--- config.mk ---
export PLATFORM = sky130hd
export DESIGN_NAME = fact_unit
export DESIGN_NICKNAME = d
export VERILOG_FILES = /design/src/rtl/fact_unit.sv
export SDC_FILE = /design/constraint.sdc
export NUM_CORES = 1
export LEC_CHECK = 0
export CAP_MARGIN = 25
export CORE_MARGIN = 2
export CORE_UTILIZATION = 45
export CTS_CLUSTER_DIAMETER = 120
export CTS_CLUSTER_SIZE = 16
export DETAILED_ROUTE_END_ITERATION = 8
export MAX_ROUTING_LAYER = met4
export PLACE_DENSITY = 0.76
export SLEW_MARGIN = 20
export SYNTH_ARGS = -nofsm -noshare
export SYNTH_HDL_FRONTEND = slang
export SYNTH_SLANG_ARGS = --single-unit
--- constraint.sdc ---
create_clock -name clk -period 9.7 [get_ports clk]
set_input_delay 1.455 -clock clk [delete_from_list [all_inputs] [get_ports clk]]
set_output_delay 1.455 -clock clk [all_outputs]
set_load 0.005 [all_outputs]
--- src/rtl/fact_unit.sv ---
// -----------------------------------------------------------------------------
// fact_unit -- memory-mapped iterative factorial accelerator
//
// Register-side responder behind the SoC factorial address decoder. Software
// writes n, then writes go=1. The unit computes n! with one multiply per
// cycle and presents n / go / status / result on the read bus.
//
// Ports
//   clk    in   1    system clock, rising-edge active
//   rst_n  in   1    synchronous active-low reset
//   we1    in   1    write strobe for the n register
//   we2    in   1    write strobe for the go register
//   rdsel  in   2    read select: 00 n, 01 go, 10 status {err,done}, 11 result
//   wd     in   D_W  bus write data
//   rd     out  D_W  bus read data (combinational mux of registers)
//   done   out  1    computation finished (status bit 0)
//   err    out  1    last request had n > MAX_N (status bit 1)
// -----------------------------------------------------------------------------
module fact_unit #(
    parameter int N_W   = 4,
    parameter int D_W   = 32,
    parameter int MAX_N = 12
) (
    input  logic           clk,
    input  logic           rst_n,
    input  logic           we1,
    input  logic           we2,
    input  logic [1:0]     rdsel,
    input  logic [D_W-1:0] wd,
    output logic [D_W-1:0] rd,
    output logic           done,
    output logic           err
);

    localparam logic [N_W-1:0] MAX_N_V = N_W'(MAX_N);
    localparam logic [N_W-1:0] ONE_N   = N_W'(1);

    typedef enum logic {
        IDLE = 1'b0,
        BUSY = 1'b1
    } state_t;

    state_t         state_q;
    logic [N_W-1:0] n_q;
    logic [N_W-1:0] cnt_q;
    logic           go_q;
    logic [D_W-1:0] prod_q;
    logic [D_W-1:0] result_q;
    logic           done_q;
    logic           err_q;

    logic           start;
    logic [D_W-1:0] prod_d;
    logic [N_W-1:0] cnt_d;

    // Only the low bits of the write data carry register contents.
    logic unused_wd;
    assign unused_wd = ^wd[D_W-1:N_W];

    // A go write only launches a job from IDLE; while BUSY it just updates go.
    assign start = we2 & wd[0] & (state_q == IDLE);

    // One multiply step: cnt is zero-extended; MAX_N bounds the product so
    // truncation to D_W never loses bits.
    assign prod_d = prod_q * D_W'(cnt_q);
    assign cnt_d  = cnt_q - ONE_N;

    // NOTE: all state lives in one clocked block using non-blocking assignments,
    // so every register samples pre-edge values regardless of statement order.
    always_ff @(posedge clk) begin
        if (!rst_n) begin
            state_q  <= IDLE;
            n_q      <= '0;
            cnt_q    <= '0;
            go_q     <= 1'b0;
            prod_q   <= '0;
            result_q <= '0;
            done_q   <= 1'b0;
            err_q    <= 1'b0;
        end else begin
            if (we1) begin
                n_q <= wd[N_W-1:0];
            end
            if (we2) begin
                go_q <= wd[0];
            end

            // FSM assignments follow the register writes so that its clear of
            // go takes effect over a same-cycle bus write.
            case (state_q)
                IDLE: begin
                    if (start) begin
                        if (n_q > MAX_N_V) begin
                            err_q    <= 1'b1;
                            done_q   <= 1'b1;
                            result_q <= '0;
                            go_q     <= 1'b0;
                        end else begin
                            err_q   <= 1'b0;
                            done_q  <= 1'b0;
                            prod_q  <= D_W'(1);
                            cnt_q   <= n_q;
                            state_q <= BUSY;
                        end
                    end
                end
                BUSY: begin
                    if (cnt_q > ONE_N) begin
                        prod_q <= prod_d;
                        cnt_q  <= cnt_d;
                    end else begin
                        // cnt of 0 or 1 ends the job, which also yields 0! = 1.
                        result_q <= prod_q;
                        done_q   <= 1'b1;
                        go_q     <= 1'b0;
                        state_q  <= IDLE;
                    end
                end
                default: state_q <= IDLE;
            endcase
        end
    end

    // NOTE: every path assigns rd from a default first, so no latch is inferred.
    always_comb begin
        rd = '0;
        case (rdsel)
            2'b00: rd = D_W'(n_q);
            2'b01: rd = D_W'(go_q);
            2'b10: rd = D_W'({err_q, done_q});
            2'b11: rd = result_q;
            default: rd = '0;
        endcase
    end

    assign done = done_q;
    assign err  = err_q;

endmodule
==> metrics.md, run 1 <==
| Metric | Value |
|---|---|
| Outcome | complete, no violations |
| Hold WS | 0.467 ns |
| Final GP Congestion | 0.878 |
| Place WS | 4.60 ns |
| Rows | 45 |
| Grt ovf | 0 |
| R2R setup slack | 5.30 ns |
| Unique cell type count in the Yosys netlist | 58 |
| WL final | 16300 um |
| Area Overhead vs Synth | 11.7% |
| DR WL/cell | 15.8 um |
| Synthesis-stage register bit count | 76 |
| H-Tree Depth | 3 |
| Setup Skew | 0.00699 ns |
| Gr usage total | 21.7% |
| CTS tree | done |
| Clk_lat worst skew | 0.34 ns |
| Start of the worst register-to-register path | cnt_q[2] |
| Die Span X | 127 um |
| Critical path required time | 8.25 ns |
| Initial DRT Pass Iterations | 7 |
| # DRC | 0 |
| First DRT Iteration DRCs | 491 |
| CP Launch Point | rdsel[0] |
| RSZ-0062 raised after global routing | no |
| R2R cell count | 13 |
| Worst-path clk slew | 0.06 ns |
| Hold Path Class | register to register |
| Crit path max fanout | 32 |
| Largest net degree at the start of global routing | 37 |
| Post-Syn Area | 6850 um^2 |
| CP arrival | 3.62 ns |
| # nets final | 969 |
| CTS buffer count | 9 |
| Lkg Pwr | 3.49 nW |
| Max-slew violations | 0 |
| Post-synth top flop | dfxtp_1 |
| Initial core utilization | 45.6% |
| First-pass GRT wire length | 28000 um |
| Ranking of synthesized cells by area | dfxtp_1, fa_1, and2_1 |
| Max-cap violations | 0 |
| # resized after CTS | 0 |
| Critical Setup Path Class | primary input to primary output |
| Vias per cell | 5.58 |
| Tcrit/Tclk final | 52.3% |
| CP Capture Point | rd[0] |
| Clock Sink Count | 76 |
| Hold-fix buffers, CTS | 0 |
| Antenna cells | 0 |
| Async set-reset flop share out of synthesis | 0% |
| DP Wirelength | 11500 um |
| Worst IR drop on VDD | 0.0769 mV |
| Routed Antenna Nets | 0 |
| Most common cell after layout, fill and taps aside | inv_1 |
| Vias in the first global route | 5717 |
| Worst setup margin | 4.63 ns |
| Worst r2r dst | prod_q[30] |
| Seq/Total Area, Yosys | 22.2% |
| Share of layout cells above drive strength 1 | 3.91% |
| Least-Margin Pin Slew | 0.994 ns |
| Initial antenna violation count | 0 |
| Die Area | 16200 um^2 |
| Most frequent cells in the layout | inv_1, and2_1, dfxtp_1 |
| Root Buffer | clkbuf_16 |
| Buffers added on ports | 43 |
| Num ports | 72 |
| Largest area contributor in the netlist | dfxtp_1 |
| Fin. Hold Viols | 0 |
| Syn Inst Count | 830 |
| CP startpoint kind | primary input |
| Vias | 5762 |
| Hold path start | result_q[15] |
| Highest clock rate | 197 MHz |
| Relative slew slack | 33.5% |
| Synth warnings | 0 |
| Synthesized area per cell | 8.25 um^2 |
| Min Tclk post-route | 5.07 ns |
| Share of the synthesized area in the top cell type | 22.2% |
| EDFF count, synth | 0 |
| Post-CTS Setup Bufs | 0 |
| Final setup violation count | 0 |
| Placeable Area | 15000 um^2 |
| PD cells | 90.1 nW/um^2 |
| Setup_tns | 0 ns |
| Net Count, Synth | 959 |
| Worst Setup End Kind | primary output |
| Die height | 127 um |
| Worst-case clock buffer depth | 2 |
## cell type report
| type | instances | area (um^2) |
|---|---|---|
| clock inverter | 7 | 60.1 |
| fill | 1402 | 7380 |
| inverter | 112 | 420 |
| multi-input combinational | 590 | 4700 |
| timing repair buffer | 51 | 490 |
| clock buffer | 9 | 225 |
| tap | 188 | 235 |
| sequential | 76 | 1520 |
## critical path: stages
cell and delay [ns]:
clkdlybuf4s50_1 1.10, mux4_2 0.60, clkdlybuf4s50_1 0.46
## metal layers
layer / up-vias / track usage [%] / share of wire [%]
met3: 32 / 1.84 / 4.4
met2: 162 / 35.0 / 48
met4: 0 / 6.72 / 1.7
li1: 2768 / - / -
met5: - / - / 0
met1: 2800 / 29.3 / 46
## cells by family (layout without fill, tap and decap cells)
logic type               count (synthesis)  in the layout  share of synthesized area [%]
buffers and inverters                  164            179                           9.24
AND/OR/NAND/NOR                        279            279                           21.8
multiplexers                             7              7                           1.21
XOR/XNOR                                23             23                           2.94
AO/OA/AOI/OAI                          190            190                           19.7
flip-flops                              76             76                           22.2
adder cells (fa/ha/maj)                 91             91                           22.9
## how the worst min path moves through the flow
stage | cells past startpoint | end | slack [ns]
2_1_floorplan | 1 | result_q[10] | 0.43
3_3_place_gp | 1 | result_q[25] | 0.45
3_5_place_dp | 1 | result_q[19] | 0.45
4_1_cts | 1 | result_q[10] | 0.47
5_1_grt | 1 | result_q[5] | 0.48
6_report | 1 | result_q[15] | 0.47
## Yosys cell counts (all sizes together) (18+ instances only)
cell    number
ha          34
nor2b       22
nand2       72
o21ai       33
fa          57
nor2        27
and2        92
xnor2       18
inv        112
and3        28
clkbuf      40
a21oi       36
a22o        35
dfxtp       76
## power breakdown
group | leakage [nW] | internal, mW | switching (mW) | total, mW
sequential | 0.614 | 0.315 | 0.00326 | 0.318
combinational | 2.74 | 0.0144 | 0.0287 | 0.0431
clock | 0.131 | 0.177 | 0.151 | 0.329
## registers in the layout, indices dropped and copies added, names as in the netlist
name / cells
err: 1
n_q: 4
done: 1
prod_q: 32
result_q: 32
go_q: 1
cnt_q: 4
state_q: 1
## metrics by stage
| step | instance area [um^2] | instances | power, mW | utilization, % |
|---|---|---|---|---|
| 3_3_place_gp | 7370 | 1017 | 0.368 | 49.0 |
| 4_1_cts | 7650 | 1033 | 0.694 | 50.9 |
| 3_5_place_dp | 7370 | 1017 | 0.368 | 49.0 |
| 6_report | 7650 | 1033 | 0.690 | 50.9 |
| 2_1_floorplan | 6850 | 830 | 0.351 | - |
| 5_1_grt | 7650 | 1033 | 0.713 | 50.9 |
Power figures use the tool's default switching activity.
==> run 2, diff against run 1 <==
==> constraint.sdc (replaced) <==
create_clock -name clk -period 4.7 [get_ports clk]
set_input_delay 0.705 -clock clk [delete_from_list [all_inputs] [get_ports clk]]
set_output_delay 0.705 -clock clk [all_outputs]
set_load 0.005 [all_outputs]
==> metrics.md, run 2 (synthesized netlist as in run 1, its figures left out) <==
| Metric | Value |
|---|---|
| Outcome | complete, no violations |
| Buffers added on ports | 43 (unchanged) |
| PD cells | 191 nW/um^2 (+110%) |
| Worst-path clk slew | 0.07 ns (about the same) |
| Hold WS | 0.467 ns (+0.000694 ns) |
| CP max-delay cell | fa_1 |
| Initial antenna violation count | 0 (unchanged) |
| Largest net degree at the start of global routing | 33 (-11%) |
| First-pass GRT wire length | 27700 um (-0.94%) |
| Placeable Area | 15000 um^2 (unchanged) |
| Critical path required time | 4.94 ns (-3.31 ns) |
| Setup_tns | 0 ns (unchanged) |
| Vias in the first global route | 5562 (-2.7%) |
| Die Span X | 127 um (unchanged) |
| Most common cell after layout, fill and taps aside | inv_1 |
| DP Wirelength | 12000 um (+4.6%) |
| Crit path max fanout | 17 (-47%) |
| Rows | 45 (unchanged) |
| # nets final | 976 (+0.72%) |
| Length of routed met3 wiring | 587 um (-18%) |
| Tcrit/Tclk final | 88.6% |
| Biggest regs | prod_q (32), result_q (32) |
| Metal-1 WL | 7470 um (-1.0%) |
| Least-Margin Pin Slew | 0.899 ns (-0.0950 ns) |
| Hold Path Class | register to register |
| Clk_lat worst skew | 0.34 ns (about the same) |
| Hold path start | result_q[9] |
| Non-Filler Instances | 1040 (+0.68%) |
| Worst-case clock buffer depth | 2 (unchanged) |
| Initial core utilization | 45.6% (unchanged) |
| Share of layout cells above drive strength 1 | 4.81% (+0.91 points) |
| Hold-fix buffers, CTS | 0 (unchanged) |
| Num ports | 72 (unchanged) |
| Final setup violation count | 0 (unchanged) |
| Die Area | 16200 um^2 (unchanged) |
| Start of the worst register-to-register path | cnt_q[3] |
| Setup Skew | 0.00913 ns (+0.00214 ns) |
| CP Capture Point | prod_q[30] |
| Vias per cell | 5.50 (-1.4%) |
| CTS tree | done |
| Final GP Congestion | 0.891 (+1.5%) |
| Max-cap violations | 0 (unchanged) |
| Wire length on met2 | 7930 um (+2.3%) |
| Grt ovf | 0 (unchanged) |
| Worst IR drop on VDD | 0.187 mV (+140%) |
| DR WL/cell | 15.5 um (-1.5%) |
| Largest stage delay, worst path | 0.54 ns (-0.56 ns) |
| Area Overhead vs Synth | 12.7% |
| Lkg Pwr | 3.54 nW (+1.5%) |
| Post-CTS Setup Bufs | 0 (unchanged) |
| Initial DRT Pass Iterations | 6 (-1) |
| Vias | 5722 (-0.69%) |
| CP Launch Point | cnt_q[3] |
| Relative slew slack | 39.9% (+6.4 points) |
| Critical Setup Path Class | register to register |
| Highest clock rate | 240 MHz |
| RSZ-0062 raised after global routing | no |
| R2R setup slack | 0.53 ns (-4.77 ns) |
| First DRT Iteration DRCs | 390 (-21%) |
| Gr usage total | 21.7% (about the same) |
| Min Tclk post-route | 4.17 ns |
| Critical Path, Cell by Cell | buf_4 > and2_1 > fa_1 > inv_1 > fa_1 > inv_1 > ha_1 > a211oi_1 > o21ai_1 > a32oi_1 > nand2b_1 > a21oi_1 > or3_1 > a32o_1 |
| Worst r2r dst | prod_q[30] |
| # resized after CTS | 0 (unchanged) |
| Antenna cells | 0 (unchanged) |
| CTS buffer count | 9 (unchanged) |
| Max-slew violations | 0 (unchanged) |
| WL final | 16200 um (-0.88%) |
| Clock Sink Count | 76 (unchanged) |
| CP arrival | 4.40 ns (+0.78 ns) |
| CP startpoint kind | register |
| Root Buffer | clkbuf_16 |
| Most frequent cells in the layout | inv_1, and2_1, dfxtp_1 |
| Worst Setup End Kind | register |
| H-Tree Depth | 3 (unchanged) |
| Routed Antenna Nets | 0 (unchanged) |
| Placed insts | 1024 (+0.69%) |
| Die height | 127 um (unchanged) |
| Fin. Hold Viols | 0 (unchanged) |
| # DRC | 0 (unchanged) |
| R2R cell count | 14 (+1) |
| Top routing layer in use | met4 |
-- run 2: cell types whose count changed in the layout (fill, tap and decap cells not counted), sizes merged --
cell / delta
buf: +8
clkinv: +1
bufinv: +1
clkdlybuf4s50: -1
clkinvlp: -2
-- run 2: final cells by class --
type	count	area, um^2
timing repair buffer	58	538
clock inverter	7	81.3
tap	188	235
sequential	76	1520
inverter	112	420
clock buffer	9	225
multi-input combinational	590	4700
fill	1420	7310
-- run 2: worst max-delay path, delay by kind of cell (launching register included) --
family / cells / cell delay [ns]
adders and majority gates: 3 / 1.42
buffers and inverters: 3 / 0.29
and+or+nand+nor: 3 / 0.77
AOI/OAI and AO/OA: 5 / 1.27
DFF: 1 / 0.32
-- run 2: per-layer routing --
metal	up-vias	GRT usage [%]
li1	2784	-
met1	2803	28.4
met2	118	36.0
met3	17	2.39
met4	0	6.01
met5	-	-
-- run 2: where the power goes --
| group | internal (mW) | switching (mW) |
|---|---|---|
| Sequential | 0.650 | 0.00664 |
| Combinational | 0.0320 | 0.0588 |
| Clock | 0.419 | 0.307 |
| Total | 1.10 | 0.372 |
-- run 2: worst min-delay path by stage --
stage | end | cells past startpoint
after detailed placement | result_q[14] | 1
after CTS | result_q[31] | 1
after global placement | result_q[4] | 1
after global routing | result_q[8] | 1
final | result_q[9] | 1
after floorplan | result_q[10] | 1
-- run 2: metrics by stage --
stage / area, um^2 / util [%] / setup slack [ns] / power [mW]
after floorplan: 6850 / - / 0.798 / 0.724
after global placement: 7420 / 49.4 / 0.585 / 0.761
after detailed placement: 7420 / 49.4 / 0.553 / 0.762
after CTS: 7730 / 51.4 / 0.519 / 1.48
after global routing: 7720 / 51.4 / 0.319 / 1.52
final: 7720 / 51.4 / 0.534 / 1.47
